[src/rtl/mem_stage_ctrl.sv]
// MEM-stage sequencer: one data-memory access at a time over a req/ack port, with pipeline stall,
// byte lanes and halt drain. Define MEM_TIMEOUT_EN to abort accesses that never see an ack.
module mem_stage_ctrl #(
  parameter int ADDR_W         = 32,
  parameter int TIMEOUT_CYCLES = 16
) (
  input  logic              clk,
  input  logic              rst_n,
  input  logic              is_mem_inst,
  input  logic              mem_write_en,
  input  logic              is_word,
  input  logic              halted,
  input  logic [ADDR_W-1:0] alu_result,
  input  logic [31:0]       read_data_2,
  output logic              mem_req,
  output logic              mem_we,
  output logic [ADDR_W-1:0] mem_addr,
  output logic [31:0]       mem_wdata,
  output logic [3:0]        mem_be,
  input  logic              mem_ack,
  input  logic [31:0]       mem_rdata,
  output logic              stall,
  output logic [31:0]       load_data,
  output logic              load_valid,
  output logic              misalign_err,
  output logic              bus_err,
  output logic              halt_done
);

  typedef enum logic [1:0] {IDLE, ACCESS, DONE, HALTED} state_t;

  state_t            state_q, state_d;
  logic              mem_req_d, mem_we_d;
  logic [ADDR_W-1:0] mem_addr_d;
  logic [31:0]       mem_wdata_d, load_data_d;
  logic [3:0]        mem_be_d;
  logic              load_valid_d, misalign_d, halt_done_d;
  logic              is_load_q, is_load_d;
  logic              word_q, word_d;
  logic [1:0]        lane_q, lane_d;
  logic              halt_pend_q, halt_pend_d;

`ifdef MEM_TIMEOUT_EN
  localparam int CNT_W = ($clog2(TIMEOUT_CYCLES + 1) > 5) ? $clog2(TIMEOUT_CYCLES + 1) : 5;
  logic [CNT_W-1:0] to_cnt_q, to_cnt_d;
  logic             bus_err_d;
`else
  assign bus_err = 1'b0;
`endif

  function automatic logic [31:0] select_load(input logic [31:0] rdata, input logic word,
                                              input logic [1:0] lane);
    if (word) return rdata;
    return {24'd0, rdata[8*lane +: 8]};
  endfunction

  always_comb begin
    state_d      = state_q;
    stall        = 1'b0;
    mem_req_d    = mem_req;
    mem_we_d     = mem_we;
    mem_addr_d   = mem_addr;
    mem_wdata_d  = mem_wdata;
    mem_be_d     = mem_be;
    load_data_d  = load_data;
    load_valid_d = 1'b0;
    misalign_d   = 1'b0;
    halt_done_d  = halt_done;
    is_load_d    = is_load_q;
    word_d       = word_q;
    lane_d       = lane_q;
    halt_pend_d  = halt_pend_q;
`ifdef MEM_TIMEOUT_EN
    to_cnt_d     = to_cnt_q;
    bus_err_d    = 1'b0;
`endif
    case (state_q)
      IDLE: begin
        // A pending memory op takes priority over halt; the halt is remembered for DONE.
        if (is_mem_inst) begin
          stall       = 1'b1;
          halt_pend_d = halted;
          if (is_word && (alu_result[1:0] != 2'b00)) begin
            misalign_d  = 1'b1;
            load_data_d = 32'd0;
            state_d     = DONE;
          end else begin
            mem_req_d   = 1'b1;
            mem_we_d    = mem_write_en;
            mem_addr_d  = {alu_result[ADDR_W-1:2], 2'b00};
            mem_wdata_d = is_word ? read_data_2 : {4{read_data_2[7:0]}};
            mem_be_d    = is_word ? 4'b1111 : (4'b0001 << alu_result[1:0]);
            is_load_d   = ~mem_write_en;
            word_d      = is_word;
            lane_d      = alu_result[1:0];
            state_d     = ACCESS;
`ifdef MEM_TIMEOUT_EN
            to_cnt_d    = '0;
`endif
          end
        end else if (halted) begin
          halt_done_d = 1'b1;
          state_d     = HALTED;
        end
      end
      ACCESS: begin
        stall = 1'b1;
        if (mem_ack) begin
          mem_req_d = 1'b0;
          mem_be_d  = 4'b0000;
          state_d   = DONE;
          if (is_load_q) begin
            load_data_d  = select_load(mem_rdata, word_q, lane_q);
            load_valid_d = 1'b1;
          end
        end
`ifdef MEM_TIMEOUT_EN
        // An ack on the limit cycle is taken by the branch above.
        else if (to_cnt_q == CNT_W'(TIMEOUT_CYCLES - 1)) begin
          mem_req_d   = 1'b0;
          mem_be_d    = 4'b0000;
          load_data_d = 32'd0;
          bus_err_d   = 1'b1;
          state_d     = DONE;
        end else begin
          to_cnt_d = to_cnt_q + 1'b1;
        end
`endif
      end
      DONE: begin
        if (halt_pend_q) begin
          halt_done_d = 1'b1;
          state_d     = HALTED;
        end else begin
          state_d = IDLE;
        end
      end
      HALTED: begin
        halt_done_d = 1'b1;
      end
      default: state_d = IDLE;
    endcase
  end

  always_ff @(posedge clk) begin
    if (!rst_n) begin
      state_q      <= IDLE;
      mem_req      <= 1'b0;
      mem_we       <= 1'b0;
      mem_addr     <= '0;
      mem_wdata    <= 32'd0;
      mem_be       <= 4'b0000;
      load_data    <= 32'd0;
      load_valid   <= 1'b0;
      misalign_err <= 1'b0;
      halt_done    <= 1'b0;
      is_load_q    <= 1'b0;
      word_q       <= 1'b0;
      lane_q       <= 2'b00;
      halt_pend_q  <= 1'b0;
`ifdef MEM_TIMEOUT_EN
      to_cnt_q     <= '0;
      bus_err      <= 1'b0;
`endif
    end else begin
      state_q      <= state_d;
      mem_req      <= mem_req_d;
      mem_we       <= mem_we_d;
      mem_addr     <= mem_addr_d;
      mem_wdata    <= mem_wdata_d;
      mem_be       <= mem_be_d;
      load_data    <= load_data_d;
      load_valid   <= load_valid_d;
      misalign_err <= misalign_d;
      halt_done    <= halt_done_d;
      is_load_q    <= is_load_d;
      word_q       <= word_d;
      lane_q       <= lane_d;
      halt_pend_q  <= halt_pend_d;
`ifdef MEM_TIMEOUT_EN
      to_cnt_q     <= to_cnt_d;
      bus_err      <= bus_err_d;
`endif
    end
  end

endmodule

[config.mk]
export PLATFORM = sky130hd
export DESIGN_NAME = mem_stage_ctrl
export DESIGN_NICKNAME = d
export VERILOG_FILES = /design/src/rtl/mem_stage_ctrl.sv
export SDC_FILE = /design/constraint.sdc
export NUM_CORES = 1
export LEC_CHECK = 0
export ABC_CLOCK_PERIOD_IN_PS = 2500
export CAP_MARGIN = 20
export CORE_MARGIN = 5
export CORE_UTILIZATION = 30
export CTS_BUF_LIST = sky130_fd_sc_hd__clkbuf_4 sky130_fd_sc_hd__clkbuf_8 sky130_fd_sc_hd__clkbuf_16
export DETAILED_ROUTE_END_ITERATION = 12
export SLEW_MARGIN = 25
export SYNTH_ARGS = -nofsm -noshare
export SYNTH_HDL_FRONTEND = slang
export SYNTH_SLANG_ARGS = --single-unit
[constraint.sdc]
create_clock -name clk -period 2.5 [get_ports clk]
set_clock_uncertainty 0.1 [all_clocks]
set_input_delay 0.5 -clock clk [delete_from_list [all_inputs] [get_ports clk]]
set_output_delay 0.5 -clock clk [all_outputs]
set_load 0.01 [all_outputs]
==> impl_metrics.json, run 1 <==
{
  "vias": 4660,
  "insertion_delay_ps": 340,
  "rsz0062_at_grt": "false",
  "cts_made_buffers": 9,
  "setup_viol": 0,
  "drt_iter0_markers": 178,
  "p_sw_uw": 2040,
  "final_cell_area_um2": 7720,
  "coreArea_um2": 16600,
  "fmax_mhz": 419,
  "ys.warnings.count": 0,
  "grt_overflow": 0,
  "yosys.area.top_type": "dfxtp_1",
  "grt_pass1_vias": 4770,
  "fin_nets": 857,
  "htree_levels": 3,
  "reg2reg_depth": 7,
  "ys_top_cells_by_area": "dfxtp_1 43%, nand2_1 11%, a21boi_0 7.8%",
  "max-slew-margin-rel_pct": 56.1,
  "floorplan.rows": 47,
  "p_comb_share_pct": 39.2,
  "vias_per_cell": 4.79,
  "path_class": "flop to output pin",
  "cts_root_buf": "clkbuf_16",
  "die_w_um": 140,
  "ys_seq_area_share_pct": 43.4,
  "tightest_slew_ps": 657,
  "worstReg2RegEnd": "load_data[6]",
  "worstPathRequired_ps": 1900,
  "yosysTopAreaCellShare_pct": 43.4,
  "swShare_pct": 34.4,
  "initial_utilization_pct": 30.6,
  "outcome": "complete, no violations",
  "synth-seq-cells": 110,
  "postCtsSetupBuffers": 0,
  "detail_route.wl_per_cell_um": 16.1,
  "final_cell_mix": "204 x clkdlybuf4s50_1, 145 x nand2_1, 109 x dfxtp_1, 53 x a21boi_0, 32 x mux2i_1",
  "cp-end-kind": "output pin",
  "cts_tree": "yes",
  "antenna_cells": 0,
  "power_density_nw_per_um2": 769,
  "grt_pass1_wl_mm": 24.6,
  "drive_above_1_share_pct": 12.0,
  "clkPwrFrac_pct": 24.9,
  "final_common_cell": "clkdlybuf4s50_1",
  "antenna_found_initial": 0,
  "cp_max_fo": 7,
  "clk_pin_slew_ps": 70,
  "place_ws_ps": 72.8,
  "cts_sinks": 110,
  "crit_arrival_ps": 1790,
  "gp_congestion": 0.804,
  "dr.pass1.iters": 6,
  "num_io_pins": 210,
  "hold_class": "flop to flop",
  "route.detailed.drc": 0,
  "r2r_slack_ps": 350,
  "hold_violations": 0,
  "grt_max_degree": 60,
  "finalWorstPathRequiredPeriod_ps": 2390,
  "worstHoldEndpoint": "load_data[13]",
  "cts.path.max_buffers": 2,
  "hold_depth": 2,
  "setup_slack_ps": 115,
  "portBuffers": 206,
  "routed_wl_mm": 15.7,
  "drv_cap": 0,
  "intPower_uw": 3900,
  "die_h_um": 140,
  "track_usage_pct": 15.3,
  "cp-start-kind": "flop",
  "syn_to_final_growth_pct": 52.2,
  "irDropWorstVdd_mv": 0.407,
  "dp_hpwl_mm": 11.6,
  "netlist_instances": 557,
  "postRouteAntennaNets": 0,
  "drv_slew": 0,
  "yosys.cell_types.count": 40,
  "power.share.sequential_pct": 35.9,
  "hold_start": "load_data[13]",
  "dieArea_um2": 19600,
  "syn_area_um2": 5070,
  "timing.rr.start": "state_q[1]",
  "placedInstanceArea_um2": 7410,
  "period_share_pct": 95.4,
  "power.leakage_uw": 0.00292,
  "cts_hold_buf": 0,
  "setup-tns-final_ps": 0,
  "avgSynthCellArea_um2": 9.11
}
-- sequential cells by signal, summed over array words and instances, names as in the netlist, 2 cells and up --
signal     flops
lane_q         2
mem_addr      30
state_q        2
load_data     32
mem_wdata     32
mem_be         4
-- layer usage --
layer | vias up | track usage (%) | wire length (um)
met5 | - | 0 | 0
met4 | 0 | 5.30 | 299
met3 | 21 | 6.54 | 1500
met2 | 172 | 24.8 | 7220
met1 | 2174 | 18.2 | 6660
li1 | 2293 | - | -
-- cell usage after synthesis --
master and instances:
nand3_1 15, nor2_1 3, o22a_1 8, and3_1 1
a21oi_1 6, o21ai_0 15, clkbuf_1 29, and2_1 1
a21boi_2 20, buf_6 2, a2111o_1 1, buf_1 1
nand2b_1 11, o211ai_1 2, o2111ai_1 8, o21ai_2 1
ha_1 6, nand2_2 1, nand3b_1 1, a2111oi_4 1
dfxtp_1 110, a31oi_1 2, nor2b_1 5, a21boi_0 53
clkbuf_4 2, inv_1 5, nand2_1 145, or3_1 3
and4_1 1, conb_1 1, nor3b_1 1, buf_2 11
or2_2 1, o211a_1 25, buf_4 4, o211ai_2 1
or4_1 1, mux2i_1 32, nor3_1 1, nand3_2 20
-- kinds of logic (layout without fill, tap and decap cells) --
| kind of cell | Yosys count | after routing | share of synthesized area (%) |
|---|---|---|---|
| other | 1 | 3 | 0.0739 |
| AND/OR/NAND/NOR | 211 | 211 | 19.9 |
| buffers and inverters | 54 | 248 | 5.01 |
| AO/OA/AOI/OAI | 143 | 143 | 23.8 |
| adder cells (fa/ha/maj) | 6 | 6 | 1.48 |
| multiplexers | 32 | 32 | 6.31 |
| flip-flops | 110 | 110 | 43.4 |
-- how the worst max path moves through the flow --
stage,cells past startpoint,end,slack (ps),start
2_1_floorplan,8,load_data[12],450,state_q[1]
3_3_place_gp,4,stall,130,is_mem_inst
3_5_place_dp,6,load_data[6],70,alu_result[1]
4_1_cts,5,stall,20,state_q[1]
5_1_grt,5,stall,10,state_q[1]
6_report,5,stall,110,state_q[1]
-- per-stage QoR --
| stage | instances | util [%] | hold WS (ps) | power (uW) |
|---|---|---|---|---|
| final | 973 | 46.6 | 357 | 5940 |
| after floorplan | 559 | - | 344 | 3420 |
| after global placement | 957 | 44.7 | 347 | 4460 |
| after CTS | 973 | 46.5 | 360 | 6030 |
| after global routing | 973 | 46.6 | 379 | 6300 |
| after detailed placement | 957 | 44.7 | 350 | 4510 |
-- power groups by stage --
stage	Clock [uW]	Sequential, uW	Combinational [uW]
global placement	0	2160	2300
CTS	1540	2130	2360
finish	1480	2130	2330
global route	1590	2160	2540
detailed placement	0	2170	2340
floorplan	0	2240	1170
-- critical path, cell delays in order, from the launching register on --
cell	delay, ps
dfxtp_1	340
inv_1	130
ha_2	270
a21oi_1	50
nor2_1	100
clkdlybuf4s50_1	550
-- cell type report --
type                    count  area (um^2)
fillers                  1585         8860
inverters                   5         18.8
clock buffers              10          233
clock inverters             6         70.1
repair buffers            227         2280
flip-flops and latches    110         2200
well taps                 220          275
multi-input cells         395         2640
-- repair_timing --
item                                    CTS  global route
gates cloned                              0             0
endpoints found under the setup margin    1             1
pin swaps                                 0             0
gates resized for setup                   1             3
No activity file was read; power rests on OpenSTA's default activity.
==> run 2: changes to the inputs <==
==> constraint.sdc (replaced) <==
create_clock -name clk -period 2.5 [get_ports clk]
set_clock_uncertainty 0.1 [all_clocks]
set_input_delay 0.5 -clock clk [delete_from_list [all_inputs] [get_ports clk]]
set_output_delay 0.5 -clock clk [all_outputs]
set_load 0.005 [all_outputs]
==> impl_metrics.json, run 2 (synthesis results as in run 1) <==
{
  "outcome": "complete, no violations",
  "drt_iter0_markers": 173,
  "power.share.sequential_pct": 37.1,
  "reg2reg_depth": 7,
  "clkPwrFrac_pct": 24.0,
  "worstPathRequired_ps": 1900,
  "crit_buf_inv": 2,
  "rsz0062_at_grt": "false",
  "cts_sinks": 110,
  "initial_utilization_pct": 30.6,
  "drive_above_1_share_pct": 11.7,
  "vias": 4651,
  "cp_max_fo": 6,
  "grt_pass1_vias": 4818,
  "final_common_cell": "clkdlybuf4s50_1",
  "timing.rr.start": "state_q[1]",
  "crit_family": "buffers and inverters",
  "power.leakage_uw": 0.00291,
  "fin_hold_ws_ps": 360,
  "cts_made_buffers": 9,
  "worstReg2RegEnd": "load_data[6]",
  "detail_route.wl_per_cell_um": 16.2,
  "hold_violations": 0,
  "hold_class": "flop to flop",
  "fin_nets": 857,
  "floorplan.rows": 47,
  "tightest_slew_ps": 610,
  "cp-start-kind": "flop",
  "cts_tree": "yes",
  "gp_congestion": 0.793,
  "final_cell_mix": "204 x clkdlybuf4s50_1, 145 x nand2_1, 110 x dfxtp_1, 53 x a21boi_0, 32 x mux2i_1",
  "seq_area_um2": 2200,
  "syn_to_final_growth_pct": 51.8,
  "cp-end-kind": "output pin",
  "path_class": "flop to output pin",
  "routed_wl_mm": 15.8,
  "fill_cells": 1575,
  "path_common_cell": "nor2_1",
  "cpPeakStageDelay_ps": 440,
  "postCtsSetupBuffers": 0,
  "cts.path.max_buffers": 2,
  "place_ws_ps": 84.1,
  "setup_slack_ps": 122,
  "cts_resized": 0,
  "power_density_nw_per_um2": 747,
  "fmax_mhz": 421,
  "clk_pin_slew_ps": 80,
  "cp_cell_sequence": "inv_1, ha_2, nor2_1, nor2_1, clkdlybuf4s50_1",
  "p_sw_uw": 1940,
  "drv_cap": 0,
  "grt_pass1_wl_mm": 25.0,
  "r2r_slack_ps": 340,
  "htree_levels": 3,
  "postRouteAntennaNets": 0,
  "route.detailed.drc": 0,
  "finalWorstPathRequiredPeriod_ps": 2380,
  "crit_arrival_ps": 1780,
  "intPower_uw": 3810,
  "swShare_pct": 33.8,
  "antenna_cells": 0,
  "p_comb_share_pct": 38.9,
  "die_w_um": 140,
  "worstHoldEndpoint": "load_data[18]",
  "antenna_found_initial": 0,
  "dp_hpwl_mm": 11.7,
  "power_uw": 5750,
  "reg_top3": "load_data: 32 flops, mem_wdata: 32 flops, mem_addr: 30 flops",
  "cts_hold_buf": 0,
  "insertion_delay_ps": 350,
  "period_share_pct": 95.1,
  "irDropWorstVdd_mv": 0.435,
  "dr.pass1.iters": 4,
  "max-slew-margin-rel_pct": 59.2,
  "num_io_pins": 210,
  "cts_root_buf": "clkbuf_16",
  "grt_max_degree": 60,
  "vias_per_cell": 4.78,
  "die_h_um": 140,
  "slowest_stage": "clkdlybuf4s50_1",
  "portBuffers": 206,
  "track_usage_pct": 15.6,
  "drv_slew": 0,
  "setup_viol": 0,
  "grt_overflow": 0,
  "multiInputGateArea_um2": 2640,
  "coreArea_um2": 16600,
  "hold_start": "load_data[18]",
  "dieArea_um2": 19600,
  "hold_depth": 2,
  "startpoint": "state_q[0]",
  "utilization_pct": 46.4,
  "setup-tns-final_ps": 0
}
## run 2: cell types whose count changed in the layout (fill, tap and decap cells not counted), sizes merged
cell,previous run,this run
bufinv,1,0
clkbuf,10,11
clkinv,3,4
clkinvlp,0,1
inv,7,5
## run 2: through the flow
step                      std cells  area, um^2
final                           973        7700
after global routing            973        7700
after CTS                       973        7690
after detailed placement        957        7410
after global placement          957        7410
after floorplan                 559        5080
## run 2: tightest hold or removal path, cell delays in order (launching register included)
cell and delay [ps]:
dfxtp_1 310, nand2_1 60, a21boi_2 40
## run 2: area by class of cell
cell class	count	share of cell area [%]
Inverter	5	0.244
Tap cell	220	3.58
Clock inverter	5	0.455
Clock buffer	11	3.20
Multi-Input combinational cell	395	34.2
Sequential cell	110	28.6
Timing Repair Buffer	227	29.7
## run 2: worst max path at each step
stage	end	slack, ps	cells after the start
after detailed placement	load_data[6]	80	6
after global placement	load_data[6]	150	6
final	stall	120	5
after CTS	stall	60	5
after global routing	stall	3	5
after floorplan	load_data[12]	450	8
## run 2: power by group through the flow
stage | sequential [uW] | combinational (uW) | clock, uW
detailed placement | 2170 | 2250 | 0
floorplan | 2160 | 1170 | 0
finish | 2130 | 2240 | 1380
global route | 2160 | 2460 | 1500
global placement | 2160 | 2220 | 0
CTS | 2140 | 2260 | 1430
## run 2: layer usage
layer  vias to the layer above  routed length [um]  global-route usage, %
li1                       2293                   -                      -
met5                         -                   0                      0
met2                       185                7280                   25.5
met1                      2147                6510                   18.5
met3                        26                1640                   6.31
met4                         0                 329                   5.86
